`config.mk`:
```
export PLATFORM = sky130hd
export DESIGN_NAME = ex_hazard_ctrl_flat
export DESIGN_NICKNAME = d
export VERILOG_FILES = /design/src/rtl/ex_hazard_ctrl_if.sv /design/src/rtl/ex_hazard_ctrl.sv /design/src/flat_wrapper.sv
export SDC_FILE = /design/constraint.sdc
export NUM_CORES = 1
export LEC_CHECK = 0
export BUFFER_PORTS_ARGS = -buffer_cell sky130_fd_sc_hd__buf_2
export CORE_ASPECT_RATIO = 1.5
export CORE_MARGIN = 3
export CORE_UTILIZATION = 44
export CTS_BUF_LIST = sky130_fd_sc_hd__clkbuf_2
export DETAILED_ROUTE_END_ITERATION = 8
export PLACE_DENSITY = 0.77
export SLEW_MARGIN = 15
export SYNTH_ARGS = -nofsm -noshare
export SYNTH_HDL_FRONTEND = slang
export SYNTH_SLANG_ARGS = --single-unit
export TNS_END_PERCENT = 5
```
`constraint.sdc`:
```
create_clock -name clk -period 1.55 [get_ports clk]
set_input_delay 0.0775 -clock clk [delete_from_list [all_inputs] [get_ports clk]]
set_output_delay 0.0775 -clock clk [all_outputs]
set_load 0.02 [all_outputs]
```
`src/rtl/ex_hazard_ctrl_if.sv`:
```
// Signal bundle between the pipeline datapath and the EX-stage hazard controller.
// master = pipeline side (drives stage info), slave = hazard controller.
interface ex_hazard_ctrl_if;
    logic [4:0]  id_rs;
    logic [4:0]  id_rt;
    logic        id_use_rs;
    logic        id_use_rt;
    logic [4:0]  ex_rd;
    logic        ex_rf_enable;
    logic        ex_load_instr;
    logic        ex_branch_taken;
    logic [4:0]  mem_rd;
    logic        mem_rf_enable;
    logic [4:0]  wb_rd;
    logic        wb_rf_enable;
    logic        pc_ld;
    logic        ifid_ld;
    logic        ifid_flush;
    logic        ex_nop;
    logic [1:0]  fwd_a;
    logic [1:0]  fwd_b;
    logic [1:0]  state;
    logic [15:0] stall_count;

    modport master (
        output id_rs, id_rt, id_use_rs, id_use_rt,
        output ex_rd, ex_rf_enable, ex_load_instr, ex_branch_taken,
        output mem_rd, mem_rf_enable, wb_rd, wb_rf_enable,
        input  pc_ld, ifid_ld, ifid_flush, ex_nop, fwd_a, fwd_b, state, stall_count
    );

    modport slave (
        input  id_rs, id_rt, id_use_rs, id_use_rt,
        input  ex_rd, ex_rf_enable, ex_load_instr, ex_branch_taken,
        input  mem_rd, mem_rf_enable, wb_rd, wb_rf_enable,
        output pc_ld, ifid_ld, ifid_flush, ex_nop, fwd_a, fwd_b, state, stall_count
    );
endinterface

```
`src/rtl/ex_hazard_ctrl.sv`:
```
// EX-stage hazard controller: load-use stalls, taken-branch flushes, operand
// forwarding selects and a saturating stall-cycle counter.
module ex_hazard_ctrl #(
    parameter int LOAD_BUBBLES = 1,
    parameter int BR_BUBBLES   = 1
) (
    input  logic             clk,
    input  logic             reset,
    ex_hazard_ctrl_if.slave  hz
);

    localparam logic [1:0] ST_RUN   = 2'b00;
    localparam logic [1:0] ST_STALL = 2'b01;
    localparam logic [1:0] ST_FLUSH = 2'b10;

    logic [1:0]  state_q, state_d;
    logic [1:0]  cnt_q, cnt_d;
    logic [15:0] stall_count_q, stall_count_d;
    logic        lu;
    logic        pc_ld, ifid_ld, ifid_flush, ex_nop;

    // A load still in EX cannot forward; its result only exists after MEM.
    function automatic logic [1:0] fwd_sel(
        input logic [4:0] src,
        input logic       use_src,
        input logic [4:0] ex_rd,
        input logic       ex_we,
        input logic       ex_load,
        input logic [4:0] mem_rd,
        input logic       mem_we,
        input logic [4:0] wb_rd,
        input logic       wb_we
    );
        logic [1:0] sel;
        sel = 2'b00;
        if (use_src && src != 5'd0) begin
            if (ex_we && !ex_load && ex_rd == src)
                sel = 2'b01;
            else if (mem_we && mem_rd == src)
                sel = 2'b10;
            else if (wb_we && wb_rd == src)
                sel = 2'b11;
        end
        return sel;
    endfunction

    always_comb begin
        lu = hz.ex_load_instr && hz.ex_rf_enable && (hz.ex_rd != 5'd0) &&
             ((hz.id_use_rs && hz.id_rs == hz.ex_rd) ||
              (hz.id_use_rt && hz.id_rt == hz.ex_rd));
    end

    always_comb begin
        state_d    = state_q;
        cnt_d      = cnt_q;
        pc_ld      = 1'b1;
        ifid_ld    = 1'b1;
        ifid_flush = 1'b0;
        ex_nop     = 1'b0;
        case (state_q)
            ST_RUN: begin
                if (hz.ex_branch_taken) begin
                    ifid_flush = 1'b1;
                    ex_nop     = 1'b1;
                    cnt_d      = 2'(BR_BUBBLES - 1);
                    state_d    = (BR_BUBBLES > 1) ? ST_FLUSH : ST_RUN;
                end else if (lu) begin
                    pc_ld   = 1'b0;
                    ifid_ld = 1'b0;
                    ex_nop  = 1'b1;
                    cnt_d   = 2'(LOAD_BUBBLES - 1);
                    state_d = (LOAD_BUBBLES > 1) ? ST_STALL : ST_RUN;
                end
            end
            ST_STALL: begin
                pc_ld   = 1'b0;
                ifid_ld = 1'b0;
                ex_nop  = 1'b1;
                cnt_d   = cnt_q - 2'd1;
                if (cnt_q <= 2'd1) begin
                    cnt_d   = 2'd0;
                    state_d = ST_RUN;
                end
            end
            ST_FLUSH: begin
                ifid_flush = 1'b1;
                ex_nop     = 1'b1;
                cnt_d      = cnt_q - 2'd1;
                if (cnt_q <= 2'd1) begin
                    cnt_d   = 2'd0;
                    state_d = ST_RUN;
                end
            end
            default: begin
                state_d = ST_RUN;
                cnt_d   = 2'd0;
            end
        endcase
        // While reset is held the pipeline must run freely, whatever the inputs say.
        if (!reset) begin
            pc_ld      = 1'b1;
            ifid_ld    = 1'b1;
            ifid_flush = 1'b0;
            ex_nop     = 1'b0;
        end
    end

    always_comb begin
        stall_count_d = stall_count_q;
        if (!pc_ld && stall_count_q != 16'hFFFF)
            stall_count_d = stall_count_q + 16'd1;
    end

    always_ff @(posedge clk or negedge reset) begin
        if (!reset) begin
            state_q       <= ST_RUN;
            cnt_q         <= 2'd0;
            stall_count_q <= 16'd0;
        end else begin
            state_q       <= state_d;
            cnt_q         <= cnt_d;
            stall_count_q <= stall_count_d;
        end
    end

    assign hz.pc_ld       = pc_ld;
    assign hz.ifid_ld     = ifid_ld;
    assign hz.ifid_flush  = ifid_flush;
    assign hz.ex_nop      = ex_nop;
    assign hz.state       = state_q;
    assign hz.stall_count = stall_count_q;
    assign hz.fwd_a = fwd_sel(hz.id_rs, hz.id_use_rs, hz.ex_rd, hz.ex_rf_enable,
                              hz.ex_load_instr, hz.mem_rd, hz.mem_rf_enable,
                              hz.wb_rd, hz.wb_rf_enable);
    assign hz.fwd_b = fwd_sel(hz.id_rt, hz.id_use_rt, hz.ex_rd, hz.ex_rf_enable,
                              hz.ex_load_instr, hz.mem_rd, hz.mem_rf_enable,
                              hz.wb_rd, hz.wb_rf_enable);

endmodule

```
`src/flat_wrapper.sv`:
```
// flat-port wrapper written by rule: the top's interface ports become plain ports
module ex_hazard_ctrl_flat 
#(
    parameter int LOAD_BUBBLES = 1,
    parameter int BR_BUBBLES   = 1
)
  (clk, reset, hz_id_rs, hz_id_rt, hz_id_use_rs, hz_id_use_rt, hz_ex_rd, hz_ex_rf_enable, hz_ex_load_instr, hz_ex_branch_taken, hz_mem_rd, hz_mem_rf_enable, hz_wb_rd, hz_wb_rf_enable, hz_pc_ld, hz_ifid_ld, hz_ifid_flush, hz_ex_nop, hz_fwd_a, hz_fwd_b, hz_state, hz_stall_count);
  ex_hazard_ctrl_if hz_i ();
  input  logic clk;
  input  logic reset;
  input wire logic [$bits(hz_i.id_rs)-1:0] hz_id_rs;
  input wire logic [$bits(hz_i.id_rt)-1:0] hz_id_rt;
  input wire logic [$bits(hz_i.id_use_rs)-1:0] hz_id_use_rs;
  input wire logic [$bits(hz_i.id_use_rt)-1:0] hz_id_use_rt;
  input wire logic [$bits(hz_i.ex_rd)-1:0] hz_ex_rd;
  input wire logic [$bits(hz_i.ex_rf_enable)-1:0] hz_ex_rf_enable;
  input wire logic [$bits(hz_i.ex_load_instr)-1:0] hz_ex_load_instr;
  input wire logic [$bits(hz_i.ex_branch_taken)-1:0] hz_ex_branch_taken;
  input wire logic [$bits(hz_i.mem_rd)-1:0] hz_mem_rd;
  input wire logic [$bits(hz_i.mem_rf_enable)-1:0] hz_mem_rf_enable;
  input wire logic [$bits(hz_i.wb_rd)-1:0] hz_wb_rd;
  input wire logic [$bits(hz_i.wb_rf_enable)-1:0] hz_wb_rf_enable;
  output wire logic [$bits(hz_i.pc_ld)-1:0] hz_pc_ld;
  output wire logic [$bits(hz_i.ifid_ld)-1:0] hz_ifid_ld;
  output wire logic [$bits(hz_i.ifid_flush)-1:0] hz_ifid_flush;
  output wire logic [$bits(hz_i.ex_nop)-1:0] hz_ex_nop;
  output wire logic [$bits(hz_i.fwd_a)-1:0] hz_fwd_a;
  output wire logic [$bits(hz_i.fwd_b)-1:0] hz_fwd_b;
  output wire logic [$bits(hz_i.state)-1:0] hz_state;
  output wire logic [$bits(hz_i.stall_count)-1:0] hz_stall_count;
  assign hz_i.id_rs = hz_id_rs;
  assign hz_i.id_rt = hz_id_rt;
  assign hz_i.id_use_rs = hz_id_use_rs;
  assign hz_i.id_use_rt = hz_id_use_rt;
  assign hz_i.ex_rd = hz_ex_rd;
  assign hz_i.ex_rf_enable = hz_ex_rf_enable;
  assign hz_i.ex_load_instr = hz_ex_load_instr;
  assign hz_i.ex_branch_taken = hz_ex_branch_taken;
  assign hz_i.mem_rd = hz_mem_rd;
  assign hz_i.mem_rf_enable = hz_mem_rf_enable;
  assign hz_i.wb_rd = hz_wb_rd;
  assign hz_i.wb_rf_enable = hz_wb_rf_enable;
  assign hz_pc_ld = hz_i.pc_ld;
  assign hz_ifid_ld = hz_i.ifid_ld;
  assign hz_ifid_flush = hz_i.ifid_flush;
  assign hz_ex_nop = hz_i.ex_nop;
  assign hz_fwd_a = hz_i.fwd_a;
  assign hz_fwd_b = hz_i.fwd_b;
  assign hz_state = hz_i.state;
  assign hz_stall_count = hz_i.stall_count;
  ex_hazard_ctrl #(.LOAD_BUBBLES(LOAD_BUBBLES), .BR_BUBBLES(BR_BUBBLES)) u_core (.clk(clk), .reset(reset), .hz(hz_i));
endmodule
```
==> results of run 1 <==
[final cells by class]
cell class / instances / area, µm²
repair buffers: 86 / 524
clock buffers: 3 / 15.0
flip-flops and latches: 16 / 410
fillers: 261 / 948
clock inverters: 1 / 3.75
well taps: 39 / 48.8
multi-input cells: 125 / 988
inverters: 1 / 3.75
[kinds of logic after synthesis]
kind of cell / Yosys count
AND/OR/NAND/NOR: 67
XOR/XNOR: 44
flip-flops: 16
AO/OA/AOI/OAI: 10
buffers and inverters: 5
adder cells (fa/ha/maj): 1
other: 1
multiplexers: 1
[where the power goes]
part	switching, µW	leakage [µW]	internal [µW]	total, µW
Combinational	144	0.000707	126	270
Sequential	4.93	0.000210	423	428
Clock	142	0.0000140	56.1	198
[cell usage after synthesis, types with 3 or more instances]
cell / count
nand4_1: 9
nor4_1: 4
xor2_1: 16
buf_4: 4
nand3_1: 14
a21oi_1: 3
xnor2_1: 28
nand2_1: 9
nor3_1: 6
dfrtp_1: 16
nor2_1: 3
and3_1: 5
[tightest hold or removal path: stages]
cell and delay (ps):
buf_2 100, dlygate4sd3_1 560, buf_4 250
[metal layers]
metal / vias up / part of all wire [%] / global-route usage (%) / wire length [µm]
li1: 698 / - / - / -
met1: 653 / 36 / 20.9 / 1330
met2: 60 / 55 / 43.2 / 2040
met3: 7 / 6.0 / 1.40 / 221
met4: 0 / 2.6 / 9.62 / 95
met5: - / 0 / 0 / 0
[stage by stage]
stage | power, µW | setup TNS (ps) | util, %
finish | 895 | 0 | 67.8
global route | 937 | -77.2 | 67.8
CTS | 892 | -1.01 | 66.3
detailed placement | 699 | -79.2 | 65.2
global placement | 694 | -4.98 | 65.2
floorplan | 562 | -23.4 | -
[repair_timing]
action | 4_1_cts | 5_1_grt
setup endpoints to repair | 3 | 12
hold buffers | 1 | 0
hold endpoints to repair | 16 | 0
pin swaps | 1 | 6
gates resized for setup | 1 | 10
[worst max-delay path by stage]
stage / from / endpoint / slack (ps)
CTS: u_core.hz.stall_count[2]$_DFFE_PN0P_ / u_core.hz.stall_count[9]$_DFFE_PN0P_ / -1
global route: u_core.hz.stall_count[10]$_DFFE_PN0P_ / u_core.hz.stall_count[14]$_DFFE_PN0P_ / -40
global placement: hz_ex_rd[1] / u_core.hz.stall_count[1]$_DFFE_PN0P_ / -5
floorplan: u_core.hz.stall_count[8]$_DFFE_PN0P_ / u_core.hz.stall_count[13]$_DFFE_PN0P_ / -20
detailed placement: hz_ex_rd[2] / u_core.hz.stall_count[8]$_DFFE_PN0P_ / -20
finish: hz_ex_rd[2] / hz_ex_nop / 40
==> flow_summary.ini, run 1 <==
[status]
outcome = completed

[setup_path]
end_kind = primary output
critical_path_class = input pin to primary output
worstPathMaxFanout = 3
cp_common_cell = buf_2
ff2ff_setup_slack_ps = 40
r2r_cells = 5
path_buf_inv = 3
r2r-end = u_core.hz.stall_count[9]$_DFFE_PN0P_
path_cells = buf_2 > buf_4 > xnor2_1 > nand3_1 > o22ai_4 > o2111a_1 > o21a_1 > buf_2
crit_required_ps = 1470
worst-path-stages = 8
crit_family = compound AO/OA/AOI/OAI gates
cpMaxStageDelayCell = o22ai_4
max_stage_delay_ps = 250
arrival_ps = 1440
r2r_start = u_core.hz.stall_count[2]$_DFFE_PN0P_
start_kind = input pin

[logic_synthesis]
synth_area_leaders = dfrtp_1, xnor2_1, xor2_1
synthCells = 145
synth-seq-cells = 16
synth-simple-area-share_pct = 29.8
synthArstFlopShare_pct = 100
yosys.area_share.adder_pct = 0.923
synth_top_area_share_pct = 29.5
synthMuxAreaShare_pct = 1.11
ys_types = 35
yosysTopAreaCell = dfrtp_1
syn-cell-area_um2 = 1360
syn_avg_cell_area_um2 = 9.35
synth_compound_area_share_pct = 7.47
synth_top_family_by_area = simple AND/OR/NAND/NOR gates
seq_area_frac_synth_pct = 29.5
synth_xor_area_share_pct = 28.4
synth_edf_count = 0
ys_warn_count = 0
ys.flop_type = dfrtp_1

[power]
p_leak_uw = 0.000931
powerDensity_nw_per_um2 = 449
peakVddDrop_uv = 231

[clock_tree]
cts_buffers = 3
path_clk_slew_ps = 160
post_cts_buffers = 0
cts_tree = done
htree_levels = 1
ctsLongestPathBuffers = 2
cts_root_buf = clkbuf_2
clock_sinks = 16
clock_latency_ps = 300

[place]
post-place-ws_ps = -16.0
place_area_um2 = 1920
place_hpwl_um = 3090
gp_congestion = 0.848
io_buffers = 57
dpl.cell_count = 266

[final_layout]
antenna_cells = 0
final_common_cell = buf_2
fin_nets = 268
final_cell_mix = buf_2, xnor2_1, buf_4
syn_to_final_growth_pct = 47.0
drive_above_1_share_pct = 49.1
stdcell_area_um2 = 1990
largest_register_ffs = 16
final_cells = 271

[detailed_routing]
drc = 0
drtPass1Iterations = 4
drt.antenna.violating_nets = 0
routedWlPerCell_um = 13.6
drt_iter0_drc = 37
vias = 1418
vias_per_cell = 5.23
drt-total-wl_um = 3690

[floorplanning]
io_pins = 60
start_util_pct = 46.1
fp.dieH_um = 74
die_w_um = 51.3
rows = 24
dieArea_um2 = 3800
coreArea_um2 = 2940

[sta]
final_hold_viol_count = 0
rsz0062_at_grt = yes
setup_viol = 0
timing.hold.ws_ps = 283
period_needed_ps = 1510
timing.fmax_ghz = 0.660
finalCritPeriodShare_pct = 97.7
setup_ws_ps = 35.4
drv_slew = 0
clock_skew_ps = 1.48

[run]
maxCapViolCount = 0

[min_path]
hp-class = input pin to asynchronous set/reset pin

[grt]
grt_usage_pct = 21.1
grt_overflow = 0
grt_pass1_vias = 1492
grt_first_pass_wirelength_um = 6150
antenna_found_initial = 0
grt_max_degree = 19
Power figures use the tool's default switching activity.
==> run 2: changes to the inputs <==
==> constraint.sdc (replaced) <==
create_clock -name clk -period 1.55 [get_ports clk]
set_input_delay 0.155 -clock clk [delete_from_list [all_inputs] [get_ports clk]]
set_output_delay 0.155 -clock clk [all_outputs]
set_load 0.02 [all_outputs]
==> run 2 against run 1 <==
The run now ends with negative setup slack left. Sequential share of layout area shrank 3.8 points. Non-clock buffer count up 15. Power grew 15%. Routed wire length increased by 33%. Maximum frequency shrank 11%. Utilization increased by 14 points. Combinational power is 49% higher. Count of clock-buffer cells in the layout unchanged. Via count rose by 13%. Sequential power is essentially flat. Hold slack improved by 53 ps. Flip-flop and latch count stayed put. Largest cell class unchanged.
==> flow_summary.ini, run 2 (synthesis gave the netlist of run 1 again) <==
[setup_path]
start_kind = input pin
path_cells = buf_4 > buf_6 > xor2_1 > nor4_1 > and3_1 > a21oi_1 > nor2_1 > buf_2
r2r_cells = 5
path_buf_inv = 3
arrival_ps = 1550
cpMaxStageDelayCell = nor4_1
max_stage_delay_ps = 320
end_kind = primary output
ff2ff_setup_slack_ps = -40
critPathLaunch = hz_id_rt[2]
worstPathMaxFanout = 3
critical_path_class = input pin to primary output
r2r_start = u_core.hz.stall_count[5]$_DFFE_PN0P_
crit_family = simple AND/OR/NAND/NOR gates
crit_required_ps = 1390
r2r-end = u_core.hz.stall_count[13]$_DFFE_PN0P_

[sta]
timing.fmax_ghz = 0.587
clock_skew_ps = 10.2
tns_ps = -583
timing.hold.ws_ps = 336
setup_viol = 8
rsz0062_at_grt = yes
finalCritPeriodShare_pct = 110
drv_slew = 0
setup_ws_ps = -153
period_needed_ps = 1700
final_hold_viol_count = 0

[clock_tree]
clock_latency_ps = 310
path_clk_slew_ps = 170
ctsLongestPathBuffers = 2
cts_root_buf = clkbuf_2
cts_tree = done
cts_buffers = 3
clock_sinks = 16
htree_levels = 1

[detailed_routing]
routedWlPerCell_um = 17.2
drc = 0
drt-total-wl_um = 4920
vias = 1602
vias_per_cell = 5.60
drtPass1Iterations = 4
drt.antenna.violating_nets = 0
drt_iter0_drc = 41

[final_layout]
drive_above_1_share_pct = 59.1
antenna_cells = 0
syn_to_final_growth_pct = 77.3
final_cell_mix = buf_4, buf_2, xnor2_1
largest_register_ffs = 16
fin_nets = 283
final_common_cell = buf_4

[status]
violations = negative setup slack
outcome = complete, but fails checks

[place]
place_hpwl_um = 3300
gp_congestion = 0.872
post-place-ws_ps = -229
io_buffers = 57

[grt]
grt_first_pass_wirelength_um = 6830
grt_pass1_vias = 1577
grt_overflow = 0
grt_max_degree = 19
antenna_found_initial = 0
grt_usage_pct = 23.7

[run]
maxCapViolCount = 0

[floorplanning]
coreArea_um2 = 2940
die_w_um = 51.3
rows = 24
start_util_pct = 46.1
dieArea_um2 = 3800
fp.dieH_um = 74
io_pins = 60

[power]
p_leak_uw = 0.00115
peakVddDrop_uv = 290
powerDensity_nw_per_um2 = 427

[min_path]
hp-class = input pin to asynchronous set/reset pin
[run 2: cell type report]
type	instances	area, µm²
clock buffer	3	15.0
clock inverter	1	3.75
fill	189	538
inverter	1	3.75
multi-input combinational	125	1160
sequential	16	403
tap	39	48.8
timing repair buffer	101	766
[run 2: worst reg2reg max path, stage by stage, from the launching register on]
cell and delay (ps):
dfrtp_1 390, and4_4 260, nand4_1 200, nor4b_2 390
nand2_1 110, xnor2_1 180
[run 2: per-stage QoR]
step	util, %	instances	area [µm²]	power [µW]
after floorplan	-	146	1380	560
after global placement	67.7	276	1990	712
after global routing	81.7	286	2400	1060
after CTS	73.9	284	2180	944
after detailed placement	67.7	276	1990	717
final	81.7	286	2400	1030
[run 2: power by group]
part / switching (µW) / internal, µW
registers: 2.77 / 423
clock network: 143 / 56.0
logic: 199 / 203
[run 2: worst max path at each step]
stage                                                 to  slack [ps]  depth (start not counted)
floorplan           u_core.hz.stall_count[1]$_DFFE_PN0P_         -40                          6
global placement                             hz_fwd_a[1]        -170                          6
finish                                       hz_fwd_b[0]        -150                          8
global route                                 hz_fwd_b[0]        -260                          8
detailed placement                           hz_fwd_a[1]        -230                          6
CTS                                          hz_fwd_b[1]         -50                          8
[run 2: what timing repair did]
item / CTS / global route
hold endpoints to repair: 16 / 0
gates resized for setup: 34 / 44
setup endpoints to repair: 9 / 18
setup buffers: 3 / 2
hold buffers: 1 / 0
pin swaps: 19 / 25
[run 2: per-layer routing]
metal,up-vias,share of wire [%],global-route usage (%)
met3,13,5.2,2.81
met4,0,3.7,11.4
li1,730,-,-
met1,782,35,24.4
met5,-,0,0
met2,77,56,46.3
